## config.mk

```make
export PLATFORM = sky130hd
export DESIGN_NAME = axis_pkt_arbiter
export DESIGN_NICKNAME = d
export VERILOG_FILES = /design/src/rtl/axis_arb_pkg.sv /design/src/rtl/axis_arb_pkt_counter.sv /design/src/rtl/axis_pkt_arbiter.sv
export SDC_FILE = /design/constraint.sdc
export NUM_CORES = 1
export LEC_CHECK = 0
export BUFFER_PORTS_ARGS = -buffer_cell sky130_fd_sc_hd__buf_2
export CAP_MARGIN = 20
export CORE_AREA = 2 2 676 678
export CTS_BUF_LIST = sky130_fd_sc_hd__clkbuf_2
export CTS_CLUSTER_DIAMETER = 30
export DETAILED_ROUTE_END_ITERATION = 12
export DIE_AREA = 0 0 678 680
export GPL_TIMING_DRIVEN = 1
export SKIP_LAST_GASP = 1
export SYNTH_ARGS = -nofsm -noshare
export SYNTH_HDL_FRONTEND = slang
export SYNTH_SLANG_ARGS = --single-unit
```

## constraint.sdc

```tcl
create_clock -name ap_clk -period 2.4 [get_ports ap_clk]
set_input_delay 0.36 -clock ap_clk [delete_from_list [all_inputs] [get_ports ap_clk]]
set_output_delay 0.36 -clock ap_clk [all_outputs]
set_load 0.01 [all_outputs]
```

## src/rtl/axis_arb_pkg.sv

```systemverilog
// -----------------------------------------------------------------------------
// axis_arb_pkg
// Shared definitions for the AXI-Stream packet arbiter slice: arbiter state
// encoding, default stream widths and the statistics counter width.
// No ports (package).
// -----------------------------------------------------------------------------
package axis_arb_pkg;

  localparam int unsigned DEF_DATA_W = 512;
  localparam int unsigned DEF_KEEP_W = DEF_DATA_W / 8;
  localparam int unsigned CNT_W      = 32;

  typedef enum logic [1:0] {
    IDLE   = 2'd0,
    GRANT0 = 2'd1,
    GRANT1 = 2'd2
  } arb_state_e;

endpackage

```

## src/rtl/axis_arb_pkt_counter.sv

```systemverilog
// -----------------------------------------------------------------------------
// axis_arb_pkt_counter
// Free-running completed-packet counter for one arbiter requester. Wraps
// from all-ones to zero.
// Ports:
//   clk    - rising-edge clock
//   rst_n  - asynchronous active-low reset (count cleared to 0)
//   inc    - one-cycle pulse per completed last-beat handshake
//   count  - current packet count (CNT_W bits)
// -----------------------------------------------------------------------------
module axis_arb_pkt_counter
  import axis_arb_pkg::*;
(
  input  logic             clk,
  input  logic             rst_n,
  input  logic             inc,
  output logic [CNT_W-1:0] count
);

  logic [CNT_W-1:0] cnt_q;

  always_ff @(posedge clk or negedge rst_n) begin
    if (!rst_n) begin
      cnt_q <= '0;
    end else if (inc) begin
      cnt_q <= cnt_q + CNT_W'(1);
    end
  end

  assign count = cnt_q;

endmodule

```

## src/rtl/axis_pkt_arbiter.sv

```systemverilog
// -----------------------------------------------------------------------------
// axis_pkt_arbiter
// Two-requester AXI-Stream packet arbiter. A requester is granted from IDLE
// with one cycle of arbitration latency and keeps the grant until its tlast
// beat handshakes; ties in IDLE are broken round-robin against the
// last-served pointer. While granted, the owner's stream is passed through
// combinationally; in IDLE the merged output is all zero.
//
// Optional feature: define AXIS_ARB_STATS_EN to add per-requester completed
// packet counters on pkt_cnt0 / pkt_cnt1.
//
// Ports:
//   ap_clk, ap_rst_n          - clock, asynchronous active-low reset
//   s0_axis_*                 - requester 0 stream (CMAC ingress)
//   s1_axis_*                 - requester 1 stream (host/PCIe injection)
//   m_axis_*                  - merged output stream
//   grant                     - one-hot owner (01=s0, 10=s1, 00=none)
//   pkt_cnt0, pkt_cnt1        - packet counters (AXIS_ARB_STATS_EN only)
// -----------------------------------------------------------------------------
module axis_pkt_arbiter
  import axis_arb_pkg::*;
#(
  parameter int unsigned DATA_W = DEF_DATA_W,
  parameter int unsigned KEEP_W = DATA_W / 8
) (
  input  logic              ap_clk,
  input  logic              ap_rst_n,

  input  logic              s0_axis_tvalid,
  output logic              s0_axis_tready,
  input  logic [DATA_W-1:0] s0_axis_tdata,
  input  logic [KEEP_W-1:0] s0_axis_tkeep,
  input  logic              s0_axis_tlast,

  input  logic              s1_axis_tvalid,
  output logic              s1_axis_tready,
  input  logic [DATA_W-1:0] s1_axis_tdata,
  input  logic [KEEP_W-1:0] s1_axis_tkeep,
  input  logic              s1_axis_tlast,

  output logic              m_axis_tvalid,
  input  logic              m_axis_tready,
  output logic [DATA_W-1:0] m_axis_tdata,
  output logic [KEEP_W-1:0] m_axis_tkeep,
  output logic              m_axis_tlast,

  output logic [1:0]        grant
`ifdef AXIS_ARB_STATS_EN
  ,
  output logic [CNT_W-1:0]  pkt_cnt0,
  output logic [CNT_W-1:0]  pkt_cnt1
`endif
);

  arb_state_e state_q, state_d;
  // Last-served pointer: 1 means s1 was served last, so s0 wins the next tie.
  logic       lsp_q, lsp_d;
  logic       done0, done1;

  always_ff @(posedge ap_clk or negedge ap_rst_n) begin
    if (!ap_rst_n) begin
      state_q <= IDLE;
      lsp_q   <= 1'b1;
    end else begin
      state_q <= state_d;
      lsp_q   <= lsp_d;
    end
  end

  always_comb begin
    state_d        = state_q;
    lsp_d          = lsp_q;
    done0          = 1'b0;
    done1          = 1'b0;
    grant          = 2'b00;
    s0_axis_tready = 1'b0;
    s1_axis_tready = 1'b0;
    m_axis_tvalid  = 1'b0;
    m_axis_tdata   = '0;
    m_axis_tkeep   = '0;
    m_axis_tlast   = 1'b0;

    unique case (state_q)
      IDLE: begin
        if (s0_axis_tvalid && s1_axis_tvalid) begin
          state_d = lsp_q ? GRANT0 : GRANT1;
        end else if (s0_axis_tvalid) begin
          state_d = GRANT0;
        end else if (s1_axis_tvalid) begin
          state_d = GRANT1;
        end
      end

      GRANT0: begin
        grant          = 2'b01;
        s0_axis_tready = m_axis_tready;
        m_axis_tvalid  = s0_axis_tvalid;
        m_axis_tdata   = s0_axis_tdata;
        m_axis_tkeep   = s0_axis_tkeep;
        m_axis_tlast   = s0_axis_tlast;
        done0          = s0_axis_tvalid && m_axis_tready && s0_axis_tlast;
        if (done0) begin
          state_d = IDLE;
          lsp_d   = 1'b0;
        end
      end

      GRANT1: begin
        grant          = 2'b10;
        s1_axis_tready = m_axis_tready;
        m_axis_tvalid  = s1_axis_tvalid;
        m_axis_tdata   = s1_axis_tdata;
        m_axis_tkeep   = s1_axis_tkeep;
        m_axis_tlast   = s1_axis_tlast;
        done1          = s1_axis_tvalid && m_axis_tready && s1_axis_tlast;
        if (done1) begin
          state_d = IDLE;
          lsp_d   = 1'b1;
        end
      end

      default: begin
        state_d = IDLE;
      end
    endcase
  end

`ifdef AXIS_ARB_STATS_EN
  axis_arb_pkt_counter u_cnt0 (
    .clk   (ap_clk),
    .rst_n (ap_rst_n),
    .inc   (done0),
    .count (pkt_cnt0)
  );

  axis_arb_pkt_counter u_cnt1 (
    .clk   (ap_clk),
    .rst_n (ap_rst_n),
    .inc   (done1),
    .count (pkt_cnt1)
  );
`endif

endmodule

```

==> out/metrics.yaml, run 1 <==
outcome:
  status: "complete, but fails checks"
  violations: "antenna violations, negative setup slack"
sta:
  skew_ps: 13.89
  drv_slew: 0
  fin_crit_sh_pct: 108.8
  period_needed_ps: 2611
  fmax_mhz: 383.0
  tightest_slew_ps: 733.4
  relSlewSlack_pct: 51.10
  setup_slack_ps: -210.9
  grt_setup_unrepaired: "yes"
  setup_viol: 307
  report.final.hold_viol_count: 0
  holdWs_ps: 474.4
clocking:
  cts-root-buf: "clkbuf_2"
  cts.sinks: 3
  h-tree-depth: 1
  clk_path_buf_depth: 2
  numCtsBuffers: 3
  clk_pin_slew_ps: 40
  clk_latency_ps: 230
  cts_tree: "built"
power_and_ir_drop:
  pwr-share-comb_pct: 99.6
  power.switching_uw: 26160
  irDropWorstVdd_mv: 0.7972
  power_density_mw_per_mm2: 1382
  pwr-share-clk_pct: 0.2
  seqPwrFrac_pct: 0.2
  intPower_uw: 19050
  leakage_uw: 0.01205
  swShare_pct: 57.86
worst_setup_path:
  cp.required_ps: 2040
  critPathLaunchType: "flop"
  cpMaxStageDelayCell: "dfrtp_1"
  path_common_cell: "buf_4"
  end_kind: "output pin"
  path_cells: "buf_4, ha_4, buf_12, clkbuf_16, buf_6, buf_4, a22oi_1, nor2b_1, buf_2"
  cp.arrival_ps: 2250
  slowest_delay_ps: 390
  cp_max_fo: 13
  critPathKind: "reg -> out"
synthesis:
  synth_edf_count: 0
  synth_flop_cell: "dfrtp_1"
  syn_area_per_cell_sq_um: 6.594
  post-synth-top-area-cell: "a22oi_1"
  synthArstFlopShare_pct: 100.0
  yosys_warnings: 0
  ys_types: 23
  synth_common_cells: "a22oi_1 (578), nor2b_1 (578), clkbuf_1 (91)"
  yosysTopAreaCellShare_pct: 47.86
  syn_area_sq_mm: 0.009066
  synth-seq-cells: 3
  yosysSeqAreaShare_pct: 0.8418
  ys_top_cells_by_area: "a22oi_1 (48%), nor2b_1 (40%), buf_2 (5.0%)"
  postSynthCellCount: 1375
  synth_nets: 2539
place:
  place_inst: 9046
  pre_cts_ws_ps: -405.9
  place.gp.congestion: 0.9632
  placed_area_sq_mm: 0.02805
  portBuffers: 1740
  dpl.hpwl_mm: 484.1
finish:
  area_delta_synth_final_pct: 260.9
  post_route_cells_drive_above_1_share_pct: 69.49
  fillers: 53894
  instances_no_fill: 9715
  multi_input_area_sq_mm: 0.009095
  final_cell_area_sq_mm: 0.03272
  seq_area_sq_um: 76.32
  final_util_pct: 7.202
  nNetsFinal: 4321
global_routing:
  grt_max_degree: 49
  grt.total_usage_pct: 21.38
  grt_pass1_vias: 20277
  grt_pass1_wl_mm: 556.5
  grt.overflow.total: 0
  grt_antenna_before_repair: 875
floorplanning:
  dieHeight_microns: 680
  initial_utilization_pct: 1.996
  coreArea_sq_mm: 0.4543
  dieArea_sq_mm: 0.4610
  rows: 248
  ios: 1741
  die_x_microns: 678
detailed_routing:
  avgRoutedWirePerCell_microns: 54.18
  dr_total_vias: 25215
  ant_nets: 3
  wl_mm: 526.4
  drtPass1Iterations: 5
  drt_iter0_drc: 2040
  drc_errors: 0
  via_per_inst: 2.595
job:
  drv_cap: 0
hold_path:
  hold_class: "in -> reg"
## layout by cell type, fill, tap and decap left out, types with 2 or more instances in the layout
cell type,instances
clkbuf_4,13
buf_16,35
a21boi_0,3
buf_8,11
bufbuf_16,7
buf_2,1562
ha_4,3
inv_2,2
diode_2,559
and2_1,2
clkbuf_2,4
a22oi_2,91
buf_4,113
a22oi_1,487
clkbuf_16,29
dfrtp_1,2
buf_6,28
nor2b_2,87
nor2b_1,458
nor2b_4,33
buf_12,172
ha_1,2
## flip-flops by register name (all words and copies together), names as in the netlist
signal	flops
state_q	2
lsp_q	1
## timing repair
| action | CTS | global route |
|---|---|---|
| buffers inserted | 30 | 28 |
| hold buffers | 1 | 0 |
| endpoints found under the setup margin | 397 | 485 |
| pin swaps | 6 | 27 |
| endpoints found under the hold margin | 2 | 0 |
| resized for setup | 188 | 202 |
| cloned | 18 | 30 |
## per-layer routing
metal	routed length (microns)	GRT usage [%]	vias up
li1	-	-	9391
met1	175900	20.79	11158
met2	243800	35.67	2720
met3	86330	16.44	1432
met4	16830	4.865	514
met5	3426	0	-
## kinds of logic (layout without fill, tap and decap cells)
kind of cell | after synthesis | in the layout | synth area share (%)
adder cells (fa/ha/maj) | 5 | 5 | 0.6900
AND/OR/NAND/NOR | 586 | 586 | 40.48
buffers and inverters | 196 | 1977 | 9.412
multiplexers | 3 | 3 | 0.3588
flip-flops | 3 | 3 | 0.8419
other | 0 | 559 | 0
AO/OA/AOI/OAI | 582 | 582 | 48.22
## worst max-delay path, delay by kind of cell (launching register included)
| kind | cells | cell delay [ps] |
|---|---|---|
| flops | 1 | 390 |
| buf+inv | 6 | 1030 |
| compound gates | 1 | 300 |
| simple gates | 1 | 90 |
| fa+ha+maj | 1 | 210 |
## power groups by stage
stage	clock network (uW)	logic, uW	registers, uW
final	77.9	45000	96.1
after global placement	0	37000	93.3
after floorplan	0	13100	94.5
after global routing	77.4	46600	98.2
after CTS	77.1	42200	93.0
after detailed placement	0	36900	91.4
## final cells by class
cell class              count  area share, %
flip-flops and latches      3         0.2333
well taps                6000          22.94
diodes                    559          4.275
multi-input cells        1176          27.80
clock buffers               4        0.06119
repair buffers           1971          44.67
inverters                   2        0.02294
## per-stage QoR
stage,power [uW],TNS (ps)
global placement,37070,-4100
detailed placement,36950,-3793
finish,45210,-16670
CTS,42380,-31630
floorplan,13220,0
global route,46820,-34960
## final timing paths
path                       cells after the start  slack [ps]                   start                      to
min                                            3         470          s0_axis_tvalid  state_q[0]$_DFFE_PN0P_
max in group asynchronous                      2        1640                ap_rst_n       lsp_q$_DFFE_PN1P_
min in group asynchronous                      2         560                ap_rst_n  state_q[1]$_DFFE_PN0P_
max reg2reg                                    7         180  state_q[0]$_DFFE_PN0P_  state_q[1]$_DFFE_PN0P_
max                                            9        -210  state_q[0]$_DFFE_PN0P_       m_axis_tdata[375]
min reg2reg                                    1         620       lsp_q$_DFFE_PN1P_       lsp_q$_DFFE_PN1P_
(Power assumes the default switching activity.)
==> inputs of run 2 (changes only) <==
--- a/config.mk
+++ b/config.mk
@@ -13,7 +13,9 @@
 export DETAILED_ROUTE_END_ITERATION = 12
 export DIE_AREA = 0 0 678 680
 export GPL_TIMING_DRIVEN = 1
+export PLACE_DENSITY = 0.3
 export SKIP_LAST_GASP = 1
 export SYNTH_ARGS = -nofsm -noshare
 export SYNTH_HDL_FRONTEND = slang
+export SYNTH_HIERARCHICAL = 1
 export SYNTH_SLANG_ARGS = --single-unit
==> out/metrics.yaml, run 2 <==
worst_setup_path:
  critPathCapture: "m_axis_tkeep[0]"  # was m_axis_tdata[375]
  cpLargestDelayFamily: "buffers and inverters"  # unchanged
  cpMaxStageDelayCell: "a22oi_2"  # was dfrtp_1
  r2r-end: "state_q[1]$_DFFE_PN0P_"  # unchanged
  end_kind: "output pin"  # unchanged
  critPathBufInv: 6  # unchanged
  rr_startpoint: "state_q[0]$_DFFE_PN0P_"  # unchanged
  cp.required_ps: 2040  # about the same
  cp_max_fo: 5  # was 13
  critPathLaunch: "state_q[1]$_DFFE_PN0P_"  # was state_q[0]$_DFFE_PN0P_
  critPathLaunchType: "flop"  # unchanged
  r2r.worst_path.cells: 10  # was 7
  path_depth: 9  # unchanged
  slowest_delay_ps: 790  # was 390 ps
  r2r_slack_ps: -110  # was 180 ps
  cp.arrival_ps: 2650  # was 2250 ps
  path_cells: "buf_6, ha_4, buf_12, buf_12, buf_16, a22oi_2, nor2b_1, buf_4, buf_12"  # was buf_4, ha_4, buf_12, clkbuf_16, buf_6, buf_4, a22oi_1, nor2b_1, buf_2
  path_common_cell: "buf_12"  # was buf_4
  critPathKind: "reg -> out"  # unchanged
synthesis:
  syn_area_sq_mm: 0.009066  # unchanged
  synth-seq-cells: 3  # unchanged
  synth_compound_area_share_pct: 48.22  # unchanged
  synth_flop_cell: "dfrtp_1"  # unchanged
  post-synth-top-area-cell: "a22oi_1"  # unchanged
  synth_common_cells: "a22oi_1 (578), nor2b_1 (578), clkbuf_1 (91)"  # unchanged
  syn_area_per_cell_sq_um: 6.594  # unchanged
  postSynthCellCount: 1375  # unchanged
  synth_edf_count: 0  # unchanged
  synthAdderAreaFrac_pct: 0.6900  # unchanged
  ys_top_cells_by_area: "a22oi_1 (48%), nor2b_1 (40%), buf_2 (5.0%)"  # unchanged
  synth-simple-area-share_pct: 40.48  # unchanged
  synth_xor_area_share_pct: 0  # unchanged
  synthArstFlopShare_pct: 100.0  # unchanged
  synth_nets: 2539  # unchanged
  yosysTopAreaCellShare_pct: 47.86  # unchanged
  yosysSeqAreaShare_pct: 0.8418  # unchanged
  yosys_warnings: 6  # was 0
  synth_mux_area_share_pct: 0.3588  # unchanged
  synth_top_family_by_area: "compound AO/OA/AOI/OAI gates"  # unchanged
  ys_types: 23  # unchanged
job:
  drv_cap: 0  # unchanged
power_and_ir_drop:
  irDropWorstVdd_mv: 0.6111  # was 0.7972 mV
  leakage_uw: 0.01413  # was 0.01205 uW
  power_uw: 53010  # was 45210 uW
  power_density_mw_per_mm2: 1433  # was 1382 mW/mm^2
detailed_routing:
  drt_iter0_drc: 2142  # was 2040
  drc_errors: 0  # unchanged
  via_per_inst: 2.572  # was 2.595
  drtPass1Iterations: 7  # was 5
  dr_total_vias: 25011  # was 25215
  ant_nets: 0  # was 3
  avgRoutedWirePerCell_microns: 42.06  # was 54.18 microns
  wl_mm: 409.1  # was 526.4 mm
finish:
  post_route_cells_drive_above_1_share_pct: 79.08  # was 69.49%
  area_delta_synth_final_pct: 308.1  # was 260.9%
  top_regs: "state_q: 2 flops, lsp_q: 1 flops"  # unchanged
  layout_common_cells: "buf_2 (1505), nor2b_1 (360), a22oi_1 (327)"  # was buf_2 (1562), a22oi_1 (487), nor2b_1 (458)
  nNetsFinal: 4530  # was 4321
  largest_reg_flops: 2  # unchanged
  top_register: "state_q"  # unchanged
  final_cell_area_sq_mm: 0.03700  # was 0.03272 sq mm
  layout_commonest_cell: "buf_2"  # unchanged
floorplanning:
  ios: 1741  # unchanged
  initial_utilization_pct: 1.996  # unchanged
  rows: 248  # unchanged
  die_x_microns: 678  # unchanged
  dieHeight_microns: 680  # unchanged
  coreArea_sq_mm: 0.4543  # unchanged
  dieArea_sq_mm: 0.4610  # unchanged
clocking:
  numCtsBuffers: 3  # unchanged
  clk_path_buf_depth: 2  # unchanged
  h-tree-depth: 1  # unchanged
  cts.sinks: 3  # unchanged
  cts-root-buf: "clkbuf_2"  # unchanged
  cts_tree: "built"  # unchanged
  clk_pin_slew_ps: 60  # was 40 ps
  clk_latency_ps: 220  # was 230 ps
sta:
  fin_crit_sh_pct: 125.4  # was 108.8%
  drv_slew: 0  # unchanged
  holdWs_ps: 479.7  # was 474.4 ps
  grt_setup_unrepaired: "yes"  # unchanged
  skew_ps: 15.67  # was 13.89 ps
  relSlewSlack_pct: 35.76  # was 51.10%
  finalSetupTns_ps: -118680  # was -16670 ps
  period_needed_ps: 3010  # was 2611 ps
  fmax_mhz: 332.2  # was 383.0 MHz
  report.final.hold_viol_count: 0  # unchanged
  setup_viol: 581  # was 307
  setup_slack_ps: -610.4  # was -210.9 ps
  tightest_slew_ps: 963.7  # was 733.4 ps
global_routing:
  grt.total_usage_pct: 16.52  # was 21.38%
  grt.overflow.total: 0  # unchanged
  grt_antenna_before_repair: 688  # was 875
  grt_max_degree: 84  # was 49
  grt_pass1_wl_mm: 446.0  # was 556.5 mm
  grt_pass1_vias: 21462  # was 20277
outcome:
  violations: "negative setup slack"  # was antenna violations, negative setup slack
  status: "complete, but fails checks"  # unchanged
place:
  portBuffers: 1740  # unchanged
  placed_area_sq_mm: 0.02805  # about the same
  dpl.hpwl_mm: 371.7  # was 484.1 mm
  place.gp.congestion: 1.009  # was 0.9632
hold_path:
  hold_class: "in -> reg"  # unchanged
run 2: cell count changes in the layout (fill, tap and decap cells not counted), moves of 6 or more:
| cell | delta |
|---|---|
| diode_2 | -199 |
| buf_6 | +171 |
| a22oi_1 | -160 |
| a22oi_2 | +160 |
| nor2b_4 | +133 |
| nor2b_1 | -98 |
| buf_2 | -57 |
| buf_4 | +57 |
| nor2b_2 | -35 |
| buf_8 | +24 |
| buf_16 | +19 |
| clkbuf_16 | +13 |
| clkbuf_4 | -12 |
| buf_12 | -6 |
run 2: cells by family (layout without fill, tap and decap cells):
| kind of cell | count (synthesis) | in the layout |
|---|---|---|
| flops | 3 | 3 |
| fa+ha+maj | 5 | 5 |
| other cells | 0 | 360 |
| mux | 3 | 3 |
| simple gates | 586 | 586 |
| compound gates | 582 | 582 |
| buf+inv | 196 | 2186 |
run 2: power breakdown:
group / internal [uW] / switching (uW)
Clock: 44.1 / 31.5
Combinational: 26800 / 26000
Sequential: 80.6 / 15.2
run 2: repair_timing:
action,4_1_cts,5_1_grt
resized for setup,373,775
setup buffers,78,82
hold buffers,1,0
endpoints found under the setup margin,455,581
hold endpoints to repair,2,0
cloned,38,51
pin swaps,63,54
run 2: final cells by class:
class / count / area (sq um)
fill: 53655 / 417300
timing repair buffer: 2180 / 17680
multi-input combinational: 1176 / 10810
tap: 6000 / 7507
antenna: 360 / 900.9
sequential: 3 / 76.32
clock buffer: 4 / 20.02
inverter: 2 / 10.01
run 2: stage by stage:
| stage | util (%) | setup WS [ps] | cells |
|---|---|---|---|
| CTS | 6.923 | -521.8 | 9266 |
| finish | 8.145 | -610.4 | 9725 |
| detailed placement | 6.175 | -951.3 | 9147 |
| floorplan | - | 431.3 | 1375 |
| global route | 8.037 | -564.9 | 9529 |
| global placement | 6.128 | -1561 | 9136 |
run 2: routing by layer:
metal	up-vias	share of wire, %	routed length (microns)	global-route usage (%)
li1	9598	-	-	-
met1	11397	32	130400	15.51
met2	2332	48	194500	28.71
met3	1230	17	68120	12.50
met4	454	3.2	12980	3.171
met5	-	0.74	3045	0
run 2: worst min-delay path by stage:
stage / start / to / slack [ps] / depth (start not counted)
after floorplan: ap_rst_n / state_q[0]$_DFFE_PN0P_ / 60 / 0
after global placement: ap_rst_n / state_q[0]$_DFFE_PN0P_ / 170 / 1
after detailed placement: ap_rst_n / state_q[0]$_DFFE_PN0P_ / 170 / 1
after CTS: s0_axis_tvalid / state_q[0]$_DFFE_PN0P_ / 480 / 3
after global routing: ap_rst_n / state_q[0]$_DFFE_PN0P_ / 510 / 2
final: s0_axis_tvalid / state_q[0]$_DFFE_PN0P_ / 480 / 3
run 2: worst min-delay path: cells and delay by family:
family | cells | cell delay (ps)
buffers and inverters | 1 | 140
multiplexers | 1 | 70
AND/OR/NAND/NOR | 1 | 70
==> inputs of run 3 (changes only) <==
--- a/config.mk
+++ b/config.mk
@@ -14,6 +14,7 @@
 export DIE_AREA = 0 0 678 680
 export GPL_TIMING_DRIVEN = 1
 export PLACE_DENSITY = 0.3
+export SKIP_CTS_REPAIR_TIMING = 1
 export SKIP_LAST_GASP = 1
 export SYNTH_ARGS = -nofsm -noshare
 export SYNTH_HDL_FRONTEND = slang
==> out/metrics.yaml, run 3 (synthesis results as in run 2) <==
floorplanning:
  die_x_microns: 678  # unchanged
  rows: 248  # unchanged
  coreArea_sq_mm: 0.4543  # unchanged
  ios: 1741  # unchanged
  initial_utilization_pct: 1.996  # unchanged
  dieHeight_microns: 680  # unchanged
  dieArea_sq_mm: 0.4610  # unchanged
sta:
  grt_setup_unrepaired: "yes"  # unchanged
  fin_crit_sh_pct: 126.0  # was 125.4%
  finalSetupTns_ps: -48260  # was -118680 ps
  drv_slew: 0  # unchanged
  fmax_mhz: 330.6  # was 332.2 MHz
  skew_ps: 14.93  # was 15.67 ps
  period_needed_ps: 3025  # was 3010 ps
  setup_slack_ps: -625.1  # was -610.4 ps
  holdWs_ps: 484.3  # was 479.7 ps
  tightest_slew_ps: 1067  # was 963.7 ps
  setup_viol: 427  # was 581
  relSlewSlack_pct: 28.90  # was 35.76%
  report.final.hold_viol_count: 0  # unchanged
power_and_ir_drop:
  power_density_mw_per_mm2: 1259  # was 1433 mW/mm^2
  irDropWorstVdd_mv: 0.6019  # was 0.6111 mV
  leakage_uw: 0.01209  # was 0.01413 uW
  power_uw: 39590  # was 53010 uW
detailed_routing:
  wl_mm: 397.8  # was 409.1 mm
  drtPass1Iterations: 5  # was 7
  via_per_inst: 2.515  # was 2.572
  ant_nets: 0  # unchanged
  drt_iter0_drc: 2149  # was 2142
  drc_errors: 0  # unchanged
  avgRoutedWirePerCell_microns: 41.46  # was 42.06 microns
  dr_total_vias: 24124  # was 25011
place:
  place_inst: 9147  # unchanged
  place.gp.congestion: 1.009  # unchanged
  pre_cts_ws_ps: -951.3  # unchanged
  dpl.hpwl_mm: 371.7  # unchanged
  portBuffers: 1740  # unchanged
clocking:
  h-tree-depth: 1  # unchanged
  clk_latency_ps: 220  # about the same
  clk_pin_slew_ps: 60  # about the same
  clk_path_buf_depth: 2  # unchanged
  cts.sinks: 3  # unchanged
  numCtsBuffers: 3  # unchanged
  cts_tree: "built"  # unchanged
  cts-root-buf: "clkbuf_2"  # unchanged
finish:
  layout_common_cells: "buf_2 (1652), nor2b_1 (499), a22oi_1 (481)"  # was buf_2 (1505), nor2b_1 (360), a22oi_1 (327)
  top_register: "state_q"  # unchanged
  instances_no_fill: 9593  # was 9725
  nNetsFinal: 4402  # was 4530
  top_regs: "state_q: 2 flops, lsp_q: 1 flops"  # unchanged
  area_delta_synth_final_pct: 246.7  # was 308.1%
  largest_reg_flops: 2  # unchanged
  layout_commonest_cell: "buf_2"  # unchanged
  post_route_cells_drive_above_1_share_pct: 69.14  # was 79.08%
  fillers: 54177  # was 53655
global_routing:
  grt_pass1_vias: 20655  # was 21462
  grt.total_usage_pct: 16.05  # was 16.52%
  grt.overflow.total: 0  # unchanged
  grt_antenna_before_repair: 698  # was 688
  grt_pass1_wl_mm: 432.6  # was 446.0 mm
  grt_max_degree: 84  # unchanged
job:
  drv_cap: 0  # unchanged
hold_path:
  hold_depth: 3  # unchanged
  hold_end: "state_q[0]$_DFFE_PN0P_"  # unchanged
  hold_class: "in -> reg"  # unchanged
  hp-start: "s0_axis_tvalid"  # unchanged
worst_setup_path:
  cp.required_ps: 2040  # about the same
  path_cells: "buf_6, ha_4, buf_12, buf_12, buf_16, a22oi_2, nor2b_1, buf_4, buf_12"  # unchanged
  rr_startpoint: "state_q[0]$_DFFE_PN0P_"  # unchanged
  critPathLaunchType: "flop"  # unchanged
  cp_max_fo: 8  # was 5
  critPathLaunch: "state_q[1]$_DFFE_PN0P_"  # unchanged
  r2r-end: "state_q[1]$_DFFE_PN0P_"  # unchanged
  critPathKind: "reg -> out"  # unchanged
  cpMaxStageDelayCell: "a22oi_2"  # unchanged
  r2r.worst_path.cells: 7  # was 10
  slowest_delay_ps: 790  # about the same
  cp.arrival_ps: 2670  # was 2650 ps
  r2r_slack_ps: 100  # was -110 ps
  end_kind: "output pin"  # unchanged
  path_common_cell: "buf_12"  # unchanged
outcome:
  status: "complete, but fails checks"  # unchanged
  violations: "negative setup slack"  # unchanged
-- run 3: layout make-up --
| cell class | instances | area, sq um | share of cell area, % |
|---|---|---|---|
| repair buffers | 2052 | 13950 | 44.36 |
| clock buffers | 4 | 20.02 | 0.06368 |
| well taps | 6000 | 7507 | 23.88 |
| multi-input cells | 1176 | 8987 | 28.59 |
| diodes | 356 | 890.9 | 2.834 |
| inverters | 2 | 7.507 | 0.02388 |
| flip-flops and latches | 3 | 76.32 | 0.2428 |
-- run 3: per-stage QoR --
stage | util [%] | area (sq um)
finish | 6.920 | 31440
global route | 6.809 | 30930
CTS | 6.179 | 28070
detailed placement | 6.175 | 28050
global placement | 6.128 | 27840
floorplan | - | 9066
-- run 3: critical path, delay by kind of cell (launching register included) --
family,cells,cell delay [ps]
compound gates,1,790
fa+ha+maj,1,200
buf+inv,6,900
flops,1,380
simple gates,1,100
-- run 3: report_power, final --
part | total (uW) | switching [uW] | internal [uW]
Combinational | 39400 | 21700 | 17700
Clock | 75.2 | 31.1 | 44.1
Sequential | 95.6 | 15.0 | 80.6
Total | 39600 | 21800 | 17800
-- run 3: how the worst max path moves through the flow --
stage / end / slack, ps / depth (start not counted)
final: m_axis_tkeep[0] / -630 / 9
after CTS: m_axis_tdata[268] / -1200 / 8
after floorplan: m_axis_tdata[457] / 430 / 7
after global placement: m_axis_tkeep[34] / -1560 / 8
after detailed placement: m_axis_tdata[268] / -950 / 8
after global routing: m_axis_tkeep[18] / -560 / 9
-- run 3: per-layer routing --
layer / part of all wire [%] / track usage, % / up-vias / routed length [microns]
met4: 2.9 / 2.792 / 468 / 11520
met5: 0.77 / 0 / - / 3077
met2: 48 / 28.05 / 2328 / 191100
li1: - / - / 9305 / -
met3: 17 / 12.46 / 1214 / 69190
met1: 31 / 14.84 / 10809 / 122800
